--- src/rtl/rt_mem_req_queue_pkg.sv ---
// Shared types and constants for the RT-core memory request front-end.
package rt_mem_pkg;

  localparam int unsigned DATA_W = 128;
  localparam int unsigned ADDR_W = 32;

  // One queued core request.
  typedef struct packed {
    logic              we;
    logic [ADDR_W-1:0] addr;
    logic [DATA_W-1:0] wdata;
  } mem_req_t;

  // Issue FSM: IDLE drains the FIFO, WAIT_RD holds while one read is outstanding.
  typedef enum logic [0:0] {
    IDLE    = 1'b0,
    WAIT_RD = 1'b1
  } rd_state_e;

  // mem_main only sees word addresses; low two bits are dropped.
  function automatic logic [ADDR_W-1:0] word_align(input logic [ADDR_W-1:0] a);
    return {a[ADDR_W-1:2], 2'b00};
  endfunction

endpackage

--- src/rtl/rt_mem_req_queue_sync_fifo.sv ---
// Small synchronous FIFO with a registered occupancy count.
// The head entry is presented combinationally so the consumer can inspect it
// before deciding to pop.
module sync_fifo #(
  parameter int unsigned DEPTH = 4,
  parameter type         T     = logic
) (
  input  logic clk,
  input  logic rst,
  input  logic push,
  input  T     push_data,
  input  logic pop,
  output T     head,
  output logic full,
  output logic empty
);

  localparam int unsigned PTR_W = (DEPTH > 1) ? $clog2(DEPTH) : 1;
  localparam int unsigned CNT_W = $clog2(DEPTH) + 1;
  localparam logic [PTR_W-1:0] PTR_ONE  = PTR_W'(1);
  localparam logic [CNT_W-1:0] CNT_ONE  = CNT_W'(1);
  localparam logic [CNT_W-1:0] FULL_CNT = CNT_W'(DEPTH);

  T                 mem [DEPTH];
  logic [PTR_W-1:0] wr_ptr;
  logic [PTR_W-1:0] rd_ptr;
  logic [CNT_W-1:0] count;
  logic             do_push;
  logic             do_pop;

  assign full    = (count == FULL_CNT);
  assign empty   = (count == '0);
  assign do_push = push && !full;
  assign do_pop  = pop && !empty;
  assign head    = mem[rd_ptr];

  // Storage array; contents need no reset since count gates visibility.
  always_ff @(posedge clk) begin
    if (do_push) begin
      mem[wr_ptr] <= push_data;
    end
  end

  // Pointers and occupancy; simultaneous push and pop leaves count unchanged.
  always_ff @(posedge clk) begin
    if (rst) begin
      wr_ptr <= '0;
      rd_ptr <= '0;
      count  <= '0;
    end else begin
      if (do_push) begin
        wr_ptr <= wr_ptr + PTR_ONE;
      end
      if (do_pop) begin
        rd_ptr <= rd_ptr + PTR_ONE;
      end
      case ({do_push, do_pop})
        2'b10:   count <= count + CNT_ONE;
        2'b01:   count <= count - CNT_ONE;
        default: count <= count;
      endcase
    end
  end

endmodule

--- src/rtl/rt_mem_req_queue.sv ---
// Per-core request front-end for one mem_main RT port. Queues core loads and
// stores, issues them as single-cycle we_RT/re_RT pulses with at most one read
// outstanding, and returns read data as a one-cycle response pulse.
module rt_mem_req_queue
  import rt_mem_pkg::*;
#(
  parameter int unsigned DEPTH   = 4,
  parameter int unsigned DATA_W  = 128,
  parameter int unsigned TIMEOUT = 64
) (
  input  logic              clk,
  input  logic              rst,
  input  logic              req_valid,
  output logic              req_ready,
  input  logic              req_we,
  input  logic [31:0]       req_addr,
  input  logic [DATA_W-1:0] req_wdata,
  output logic              resp_valid,
  output logic [DATA_W-1:0] resp_data,
  output logic              we_RT,
  output logic              re_RT,
  output logic [31:0]       addr_RT,
  output logic [DATA_W-1:0] data_RT_in,
  input  logic              rd_rdy_RT,
  input  logic [DATA_W-1:0] data_RT_out,
  output logic              err_align,
  output logic              err_timeout,
  output logic              err_spurious
);

  localparam int unsigned      TO_W    = (TIMEOUT > 1) ? $clog2(TIMEOUT) : 1;
  localparam logic [TO_W-1:0]  TO_ONE  = TO_W'(1);
  localparam logic [TO_W-1:0]  TO_LAST = TO_W'(TIMEOUT - 1);

  rd_state_e       state;
  logic [TO_W-1:0] to_cnt;
  mem_req_t        push_req;
  mem_req_t        head;
  logic            fifo_full;
  logic            fifo_empty;
  logic            fifo_push;
  logic            fifo_pop;

  assign req_ready = !fifo_full;
  assign fifo_push = req_valid && req_ready;

  // Pack the incoming request for the queue.
  always_comb begin
    push_req       = '0;
    push_req.we    = req_we;
    push_req.addr  = req_addr;
    push_req.wdata = req_wdata;
  end

  // Only IDLE consumes the queue, which keeps stores behind an outstanding load.
  always_comb begin
    fifo_pop = (state == IDLE) && !fifo_empty;
  end

  sync_fifo #(
    .DEPTH (DEPTH),
    .T     (mem_req_t)
  ) u_fifo (
    .clk       (clk),
    .rst       (rst),
    .push      (fifo_push),
    .push_data (push_req),
    .pop       (fifo_pop),
    .head      (head),
    .full      (fifo_full),
    .empty     (fifo_empty)
  );

  // Issue FSM, read timeout, response capture and sticky error flags.
  always_ff @(posedge clk) begin
    if (rst) begin
      state        <= IDLE;
      to_cnt       <= '0;
      we_RT        <= 1'b0;
      re_RT        <= 1'b0;
      addr_RT      <= '0;
      data_RT_in   <= '0;
      resp_valid   <= 1'b0;
      resp_data    <= '0;
      err_align    <= 1'b0;
      err_timeout  <= 1'b0;
      err_spurious <= 1'b0;
    end else begin
      we_RT      <= 1'b0;
      re_RT      <= 1'b0;
      resp_valid <= 1'b0;
      case (state)
        IDLE: begin
          if (rd_rdy_RT) begin
            err_spurious <= 1'b1;
          end
          if (!fifo_empty) begin
            addr_RT <= word_align(head.addr);
            if (head.addr[1:0] != 2'b00) begin
              err_align <= 1'b1;
            end
            if (head.we) begin
              we_RT      <= 1'b1;
              data_RT_in <= head.wdata;
            end else begin
              re_RT  <= 1'b1;
              to_cnt <= '0;
              state  <= WAIT_RD;
            end
          end
        end
        WAIT_RD: begin
          // Data takes priority over a timeout on the same edge.
          if (rd_rdy_RT) begin
            resp_data  <= data_RT_out;
            resp_valid <= 1'b1;
            state      <= IDLE;
          end else if (to_cnt == TO_LAST) begin
            err_timeout <= 1'b1;
            resp_data   <= '0;
            resp_valid  <= 1'b1;
            state       <= IDLE;
          end else begin
            to_cnt <= to_cnt + TO_ONE;
          end
        end
        default: state <= IDLE;
      endcase
    end
  end

endmodule
--- config.mk ---
export PLATFORM = sky130hd
export DESIGN_NAME = rt_mem_req_queue
export DESIGN_NICKNAME = d
export VERILOG_FILES = /design/src/rtl/rt_mem_req_queue_pkg.sv /design/src/rtl/rt_mem_req_queue_sync_fifo.sv /design/src/rtl/rt_mem_req_queue.sv
export SDC_FILE = /design/constraint.sdc
export NUM_CORES = 1
export LEC_CHECK = 0
export ABC_CLOCK_PERIOD_IN_PS = 7300
export BUFFER_PORTS_ARGS = -buffer_cell sky130_fd_sc_hd__buf_4
export CORE_MARGIN = 4
export CORE_UTILIZATION = 50
export CTS_BUF_LIST = sky130_fd_sc_hd__clkbuf_4
export CTS_CLUSTER_DIAMETER = 40
export CTS_CLUSTER_SIZE = 40
export DETAILED_ROUTE_END_ITERATION = 6
export PLACE_DENSITY = 0.82
export SYNTH_ARGS = -nofsm -noshare
export SYNTH_HDL_FRONTEND = slang
export SYNTH_SLANG_ARGS = --single-unit
export TNS_END_PERCENT = 50
--- constraint.sdc ---
create_clock -name clk -period 7.3 [get_ports clk]
set_input_delay 1.46 -clock clk [delete_from_list [all_inputs] [get_ports clk]]
set_output_delay 1.46 -clock clk [all_outputs]
set_load 0.1 [all_outputs]
Yosys cells after proc, flatten, opt, wreduce, memory -nomap -nowiden --
Memory sizes are Yosys's and may differ from the RTL's. A register that Yosys moved wholly into a read port is not among the register bits. Index checks and enable logic that the tools add are counted.
Word-level totals: logic and storage cells 71, input port bits 293, memories kept 1, bits in writable memories 644, output and inout port bits 295, bits in registers 306
Operators by class: add/sub/neg operators 5, reductions and logical operators 20, multiplexer cells 20, bitwise operators 3, eq/ne operators 8
Memory list:
- u_fifo.mem | depth 4, width 161, rd ports 1, clocked after memory_dff 1, write ports 1, RTL line rt_mem_req_queue_sync_fifo.sv:24 | T mem [DEPTH];
Operator list (number):
- $mux 128 | 2
- $mux 6 | 4
- $pmux 6 s2 | 1
- $mux 1 | 9
- $reduce_and 3->1 | 3
- $ne 2x2->1 const B | 4
- $add 6x1->6 const B | 1
- $eq 6x6->1 const B | 1
- $pmux 3 s2 | 1
- $reduce_and 2->1 | 3
- $reduce_bool 2->1 | 3
- $add 2x1->2 const B | 2
- $logic_and 1x1->1 | 4
- $mux 2 | 2
- $reduce_and 4->1 | 1
- $reduce_or 2->1 | 2
- $add 3x1->3 const B | 1
- $eq 3x3->1 const B | 1
- $logic_not 3->1 | 1
- $not 1->1 | 3
- $reduce_or 3->1 | 1
- $sub 3x1->3 const B | 1
- $eq 2x1->1 const B | 1
- $eq 2x2->1 const B | 1
- other kinds (2) | 3

Logic depth before layout (Yosys ltp) --
Gate-level depths: netlist of the first run.
depth in word-level cells 6, depth in mapped cells 10, depth with buffers taken out 9

Hierarchy --
Synthesis of the first run repeated with hierarchy kept, for this count alone.
Unflattened totals: cells, all modules 1938, area, all modules 33586.0 µm²
Modules (own cells, without submodules):
- sync_fifo | area an instance 23675.2 µm², times used 1, sequential area each 19518.7 µm², cells an instance 895
- rt_mem_req_queue | area an instance 9910.8 µm², times used 1, sequential area each 5985.7 µm², cells an instance 1043

Worst setup path after synthesis of the first run --
OpenSTA, ideal clock, no wires.
path kind input to register, start point input port req_valid, end point memory u_fifo.mem[0][0] (netlist name) (enable), library setup time 541 ps, stages on the path 1, data required time 6759 ps, arrival time 5200 ps, path buffers 0, setup slack 1559 ps, cells stage by stage and3_1
Between the ends: cells in the longest elaborated chain, start to end 4
Ends and longest elaborated chain:
- start: declaration | RTL line rt_mem_req_queue.sv:13 | input logic req_valid,
- $logic_and 1x1->1 | RTL line rt_mem_req_queue.sv:45 | assign fifo_push = req_valid && req_ready;
- $logic_and 1x1->1 | RTL line rt_mem_req_queue_sync_fifo.sv:33 | assign do_push = push && !full;
- $mux 1 | RTL line rt_mem_req_queue_sync_fifo.sv:39 | if (do_push) begin
- $mux 1 (implied by the code) | RTL line rt_mem_req_queue_sync_fifo.sv:40 | mem[wr_ptr] <= push_data;
- end: declaration | RTL line rt_mem_req_queue_sync_fifo.sv:24
Every way passes these cells.

Worst setup path after layout of the first run --
start point register u_fifo.count[2], end point output port req_ready
Between the ends: cells in the longest elaborated chain, start to end 2
Ends and longest elaborated chain:
- start: declaration | RTL line rt_mem_req_queue_sync_fifo.sv:27 | logic [CNT_W-1:0] count;
- start signal: assignment | RTL line rt_mem_req_queue_sync_fifo.sv:58 | 2'b10: count <= count + CNT_ONE;
- start signal: assignment | RTL line rt_mem_req_queue_sync_fifo.sv:59 | 2'b01: count <= count - CNT_ONE;
- start signal: assignment | RTL line rt_mem_req_queue_sync_fifo.sv:60 | default: count <= count;
- $eq 3x3->1 | RTL line rt_mem_req_queue_sync_fifo.sv:31 | assign full = (count == FULL_CNT);
- $logic_not 1->1 | RTL line rt_mem_req_queue.sv:44 | assign req_ready = !fifo_full;
- end: declaration | RTL line rt_mem_req_queue.sv:14 | output logic req_ready,
Every way passes these cells.

==> reports/qor.csv, run 1 <==
metric,value,unit
"Cell Area, Synth",33300,µm²
FF-to-FF setup slack,3.77,ns
"top cells by count, synth","edfxtp_1, nand2_1, dfxtp_1",
most common cell in the synthesized netlist,edfxtp_1,
period utilization,48.8,%
CP Max Fanout,6,
core area,65900,µm²
Syn. warnings,0,
CTS H-tree lvls,3,
pwr dens,411,nW/µm²
peak supply drop,358,µV
WHS,0.462,ns
IO Count,588,
CP max stage cell,or3b_1,
Max Fclk,0.281,GHz
"Avg Cell Area, Syn",17.3,µm²
CTS tree,yes,
TritonCTS buffer count,107,
all-layer global routing usage,23.4,%
GRT Residual Overflow,0,
WP data arrival,2.10,ns
count of clock tree sinks,952,
Post-Route Setup TNS,0,ns
worst-skew pair later-pin latency,0.91,ns
"Slew Viols, Final",0,
required time worst endpoint,5.84,ns
hold buffers post-CTS,0,
Post-synth EDFFs,644,
initial antenna violation count,11,
fraction of layout cells with a size suffix above 1,37.3,%
Final Hold Viols,0,
Rel. slew slack,23.5,%
Total Nets Final,2824,
Max Clock Skew,0.0908,ns
Longest Clk Path Bufs,3,
I/O Buffers,585,
vias per inst,5.59,
failing checks,DRC,
Final ANT Viol Nets,0,
"Setup violations, final",0,
DIE AREA,70800,µm²
num rows,94,
Worst Setup Path Type,reg -> out,
# fillers,4643,
DR WL/cell,24.4,µm
# Post-CTS Setup Buffers,0,
Synth async-reset ratio,0,%
Lkg Pwr,14.6,nW
CP Launch Type,flop,
Max-Cap Viols,0,
hold crit path type,reg -> reg,
Die Wd,266,µm
DR vias,19500,
first-pass GRT wire length,125,mm
number of global-route vias before repair,20300,
top-area cell type share of the netlist area,58.1,%
Main synth FF type,edfxtp_1,
status,"complete, but fails checks",
Yosys reg bits,952,
Worst-path clk slew,0.12,ns
drc violations,2,
Tmin final,3.56,ns
synthesized instance count,1927,
worst slew pin tran,1.15,ns
Synth cell types,40,
RD Place Congestion,0.902,
Area contributors post-synth,"edfxtp_1, dfxtp_1, mux4_2",
post-cts sizing count,0,
CP Cell Sequence,or3b_1 -> buf_4,
routed wire length,85.1,mm
Area Growth Syn to Fin,21.3,%
sequential area share after synthesis,76.6,%
crit end category,primary output,
RSZ-0062 raised after global routing,no,
detailed placement HPWL,55.5,mm
Max stage delay on crit path,0.49,ns
Die Ht,266,µm
post-synth top area cell,edfxtp_1,
first drt pass iteration count,7,
Initial Util,50.5,%
clock root buffer,clkbuf_4,
DR iter-0 viols,1361,
pin count of the biggest net entering global routing,98,
==> report_power, final <==
part	internal [W]	switching [W]	total (W)
Combinational	0.00157	0.00469	0.00627
Sequential	0.00658	0.000407	0.00699
Clock	0.00142	0.00193	0.00335
==> worst max-delay path, delay by kind of cell (launching register included) <==
family	cells	cell delay, ns
buffers and inverters	1	0.29
AND/OR/NAND/NOR	1	0.49
flip-flops	1	0.41
==> routing by layer <==
layer / GRT usage [%] / up-vias / share of wire (%)
met4: 12.0 / 4 / 5.6
li1: - / 8637 / -
met5: 0 / - / 0.028
met2: 40.6 / 809 / 52
met3: 6.95 / 184 / 8.6
met1: 26.5 / 9887 / 34
==> worst paths after layout <==
path | start | to | depth (start not counted)
setup / recovery | u_fifo.count[2]$_SDFFE_PP0P_ | req_ready | 2
hold / removal | data_RT_in[93]$_SDFFE_PP0P_ | data_RT_in[93]$_SDFFE_PP0P_ | 2
hold reg to reg | data_RT_in[93]$_SDFFE_PP0P_ | data_RT_in[93]$_SDFFE_PP0P_ | 2
setup reg to reg | flop | data_RT_in[14]$_SDFFE_PP0P_ | 6
==> layout make-up <==
| type | count | area [µm²] | share of cell area (%) |
|---|---|---|---|
| Sequential cell | 952 | 25500 | 63.2 |
| Multi-Input combinational cell | 847 | 7290 | 18.0 |
| Timing Repair Buffer | 607 | 4560 | 11.3 |
| Tap cell | 864 | 1080 | 2.68 |
| Clock inverter | 82 | 975 | 2.41 |
| Clock buffer | 121 | 908 | 2.25 |
| Inverter | 9 | 33.8 | 0.0836 |
| Antenna cell | 11 | 27.5 | 0.0682 |
==> per-stage QoR <==
step           cell area (µm²)  setup slack (ns)  std cells  total power, W  util, %
2_1_floorplan            33300              1.56       1928          0.0118        -
4_1_cts                  40400              3.62       3482          0.0167     61.3
3_5_place_dp             38500              3.43       3279          0.0134     58.4
3_3_place_gp             38500              3.59       3279          0.0133     58.4
5_1_grt                  40400              3.33       3493          0.0173     61.3
6_report                 40400              3.74       3493          0.0166     61.3
==> flip-flops by register name, indices dropped and copies added (netlist names), 2 cells and up, named ones only <==
name	cells
u_fifo.wr_ptr	2
data_RT_in	128
u_fifo.mem	644
resp_data	128
to_cnt	6
u_fifo.count	3
addr_RT	30
u_fifo.rd_ptr	2
==> cell families (layout without fill, tap and decap cells) <==
group,after synthesis,count (layout),share of synthesized area (%)
buffers and inverters,129,819,1.64
muxes,160,160,10.8
other,1,13,0.0113
xor gates and xnor gates,5,5,0.132
DFF,952,952,76.6
AOI/OAI and AO/OA,308,308,6.17
adders and majority gates,7,7,0.286
and+or+nand+nor,365,365,4.34
==> placed cells by master (no fill, tap or decap), types with 11 or more instances in the layout <==
master	netlist	routed
a22o_1	129	129
edfxtp_1	644	644
clkinvlp_4	0	11
bufinv_16	0	14
clkbuf_4	0	121
nand2_1	322	322
clkinv_4	0	13
dfxtp_1	308	306
diode_2	0	11
inv_6	0	15
clkinv_2	0	12
a21oi_1	166	165
mux4_2	159	159
nor2_1	14	14
buf_4	2	606
No activity file was read; power rests on OpenSTA's default activity.
==> run 2, diff against run 1 <==
Settings changed: ABC_AREA from default to 1, ABC_CLOCK_PERIOD_IN_PS 7300 to 3000, PLACE_DENSITY 0.82 to 0.84.
Clock period 7.3 ns to 3 ns, I/O delays scaled along.
==> run 2 against run 1 <==
  * The run now ends clean
  * Synthesized cell count up 52%
  * Utilization up 4.7 points
  * Area after synthesis up 3.2%
  * Non-clock buffer count up 322
  * Register-to-register slack worse by 3.2 ns
  * Hold slack worse by 0.10 ns
  * Critical path depth down 1
  * Combinational power rose to 2.9 times the previous value
  * Final cell count up 36%
  * First-iteration DRC count up 92%
  * Sequential power up 140%
  * Total power rose to 2.6 times the previous value
==> reports/qor.csv, run 2 <==
metric,value,unit,change
Synth cell types,26,,-35%
worst path bufs/invs,1,,unchanged
Max Clock Skew,0.120,ns,+0.0292 ns
"Cell Area, Synth",34300,µm²,+3.2%
Max-Cap Viols,0,,unchanged
Rel. slew slack,8.18,%,-15 points
core area,67600,µm²,+2.7%
detailed placement HPWL,56.7,mm,+2.2%
Tmin final,2.57,ns,
sequential area share after synthesis,74.3,%,-2.4 points
RSZ-0062 raised after global routing,no,,
Final ANT Viol Nets,0,,unchanged
Main synth FF type,edfxtp_1,,
Final Hold Viols,0,,unchanged
required time worst endpoint,2.40,ns,-3.44 ns
CP Cell Sequence,buf_4,,
"Setup violations, final",0,,unchanged
routed wire length,103,mm,+21%
TritonCTS buffer count,112,,+4.7%
drc violations,0,,-2
max reg flops,644,,unchanged
synthesized instance count,2926,,+52%
Max stage delay on crit path,0.68,ns,+0.19 ns
DIE AREA,72900,µm²,+3.1%
RD Place Congestion,0.963,,+6.8%
count of clock tree sinks,952,,unchanged
Die Ht,270,µm,+1.5%
pwr dens,975,nW/µm²,+140%
GRT Residual Overflow,0,,unchanged
Lkg Pwr,16.4,nW,+13%
CP Max Fanout,2,,-4
crit end category,primary output,,
num rows,95,,+1.1%
initial antenna violation count,22,,+11
Worst-path clk slew,0.19,ns,+0.07 ns
most common cell in the synthesized netlist,edfxtp_1,,
WHS,0.361,ns,-0.102 ns
first-pass GRT wire length,155,mm,+24%
Yosys reg bits,952,,unchanged
Synth async-reset ratio,0,%,unchanged
clock root buffer,clkbuf_4,,
total chip power,0.0435,W,+160%
period utilization,85.6,%,
Longest Clk Path Bufs,3,,unchanged
CTS H-tree lvls,3,,unchanged
worst-skew pair later-pin latency,0.98,ns,+0.07 ns
WP data arrival,1.97,ns,-0.13 ns
CP Launch Type,flop,,
Area contributors post-synth,"edfxtp_1, dfxtp_1, nand2_1",,
post-cts sizing count,0,,unchanged
CTS tree,yes,,
worst slew pin tran,1.38,ns,+0.230 ns
CP max stage cell,dfxtp_1,,
I/O Buffers,585,,unchanged
cell family with most CP delay,flip-flops,,
post-synth top area cell,edfxtp_1,,
hold crit path type,in -> reg,,
"Avg Cell Area, Syn",11.7,µm²,-32%
"Slew Viols, Final",0,,unchanged
Worst Setup Path Type,reg -> out,,
first drt pass iteration count,6,,-1
most frequent cells in the layout,"edfxtp_1, buf_4, nand2_1",,
"most common cell after layout, fill and taps aside",edfxtp_1,,
DR vias,26700,,+37%
top-area cell type share of the netlist area,56.3,%,-1.8 points
DR WL/cell,21.6,µm,-11%
number of global-route vias before repair,26900,,+33%
Total Nets Final,4066,,+44%
status,"complete, no violations",,
"top cells by count, synth","edfxtp_1, nand2_1, nor2_1",,
vias per inst,5.62,,+0.64%
Syn. warnings,0,,unchanged
Die Wd,270,µm,+1.5%
DR iter-0 viols,2614,,+92%
fraction of layout cells with a size suffix above 1,22.1,%,-15 points
Initial Util,50.8,%,+0.24 points
all-layer global routing usage,27.2,%,+3.8 points
Post-synth EDFFs,644,,unchanged
pin count of the biggest net entering global routing,245,,+150%
Area Growth Syn to Fin,30.0,%,
register bank with the most flops,u_fifo.mem,,
Max Fclk,0.389,GHz,
IO Count,588,,unchanged
peak supply drop,1110,µV,+210%
Largest regs,"u_fifo.mem: 644 flops, data_RT_in: 128 flops, resp_data: 128 flops",,
[run 2: cell count changes in the layout (fill, tap and decap cells not counted), moves of 129 or more]
cell,before,now
nor2_1,14,388
o21ai_0,3,356
dlygate4sd3_1,0,305
nand2_1,322,536
mux4_2,159,0
a22o_1,129,0
[run 2: final timing paths]
| kind | startpoint | end | slack [ns] | cells after the start |
|---|---|---|---|---|
| worst max-delay path | resp_data[60]$_SDFFE_PP0P_ | resp_data[60] | 0.43 | 1 |
| worst min-delay path | req_wdata[92] | u_fifo.mem[3][92]$_DFFE_PP_ | 0.36 | 2 |
| worst max register to register | to_cnt[0]$_SDFFE_PP0P_ | resp_data[105]$_SDFFE_PP0P_ | 0.54 | 8 |
| worst min register to register | u_fifo.rd_ptr[1]$_SDFFE_PP0P_ | flop | 0.40 | 2 |
[run 2: logic make-up after synthesis]
kind of cell / share of synthesized area [%]
flops: 74.3
simple gates: 10.4
compound gates: 12.2
buf+inv: 2.88
fa+ha+maj: 0.277
other cells: 0.0109
[run 2: routing by layer]
layer / global-route usage (%) / share of wire (%) / vias up
met5: 0 / 0.075 / -
met4: 15.7 / 6.2 / 14
met3: 7.18 / 8.8 / 313
met2: 46.9 / 49 / 1476
met1: 30.7 / 36 / 12900
li1: - / - / 12100
[run 2: cell type report]
cell class	instances	area (µm²)
flip-flops and latches	952	25500
fillers	4495	23000
repair buffers	929	7960
multi-input cells	1747	7950
well taps	873	1090
clock inverters	91	1070
clock buffers	123	923
inverters	24	104
diodes	16	40.0
[run 2: stage by stage]
| step | setup slack [ns] | std cells | util [%] | setup TNS, ns | cell area [µm²] |
|---|---|---|---|---|---|
| 2_1_floorplan | -0.513 | 2927 | - | -321.65 | 34400 |
| 5_1_grt | 0.275 | 4754 | 66.0 | 0 | 44600 |
| 6_report | 0.431 | 4755 | 66.0 | 0 | 44600 |
| 4_1_cts | 0.357 | 4739 | 66.0 | 0 | 44600 |
| 3_3_place_gp | 0.839 | 4220 | 58.5 | 0 | 39600 |
| 3_5_place_dp | 0.761 | 4220 | 58.5 | 0 | 39600 |
[run 2: what timing repair did]
action / in CTS / in global routing
hold endpoints to repair: 780 / 0
setup buffers: 0 / 0
hold buffers: 305 / 0
[run 2: where the power goes]
part / switching (W) / internal (W)
registers: 0.00108 / 0.0160
clock network: 0.00513 / 0.00338
logic: 0.0140 / 0.00397
[run 2: worst reg2reg max path, delay by kind of cell (launching register included)]
| kind | cells | cell delay, ns |
|---|---|---|
| compound gates | 2 | 0.35 |
| fa+ha+maj | 1 | 0.24 |
| buf+inv | 2 | 0.95 |
| flops | 1 | 0.36 |
| simple gates | 3 | 0.47 |
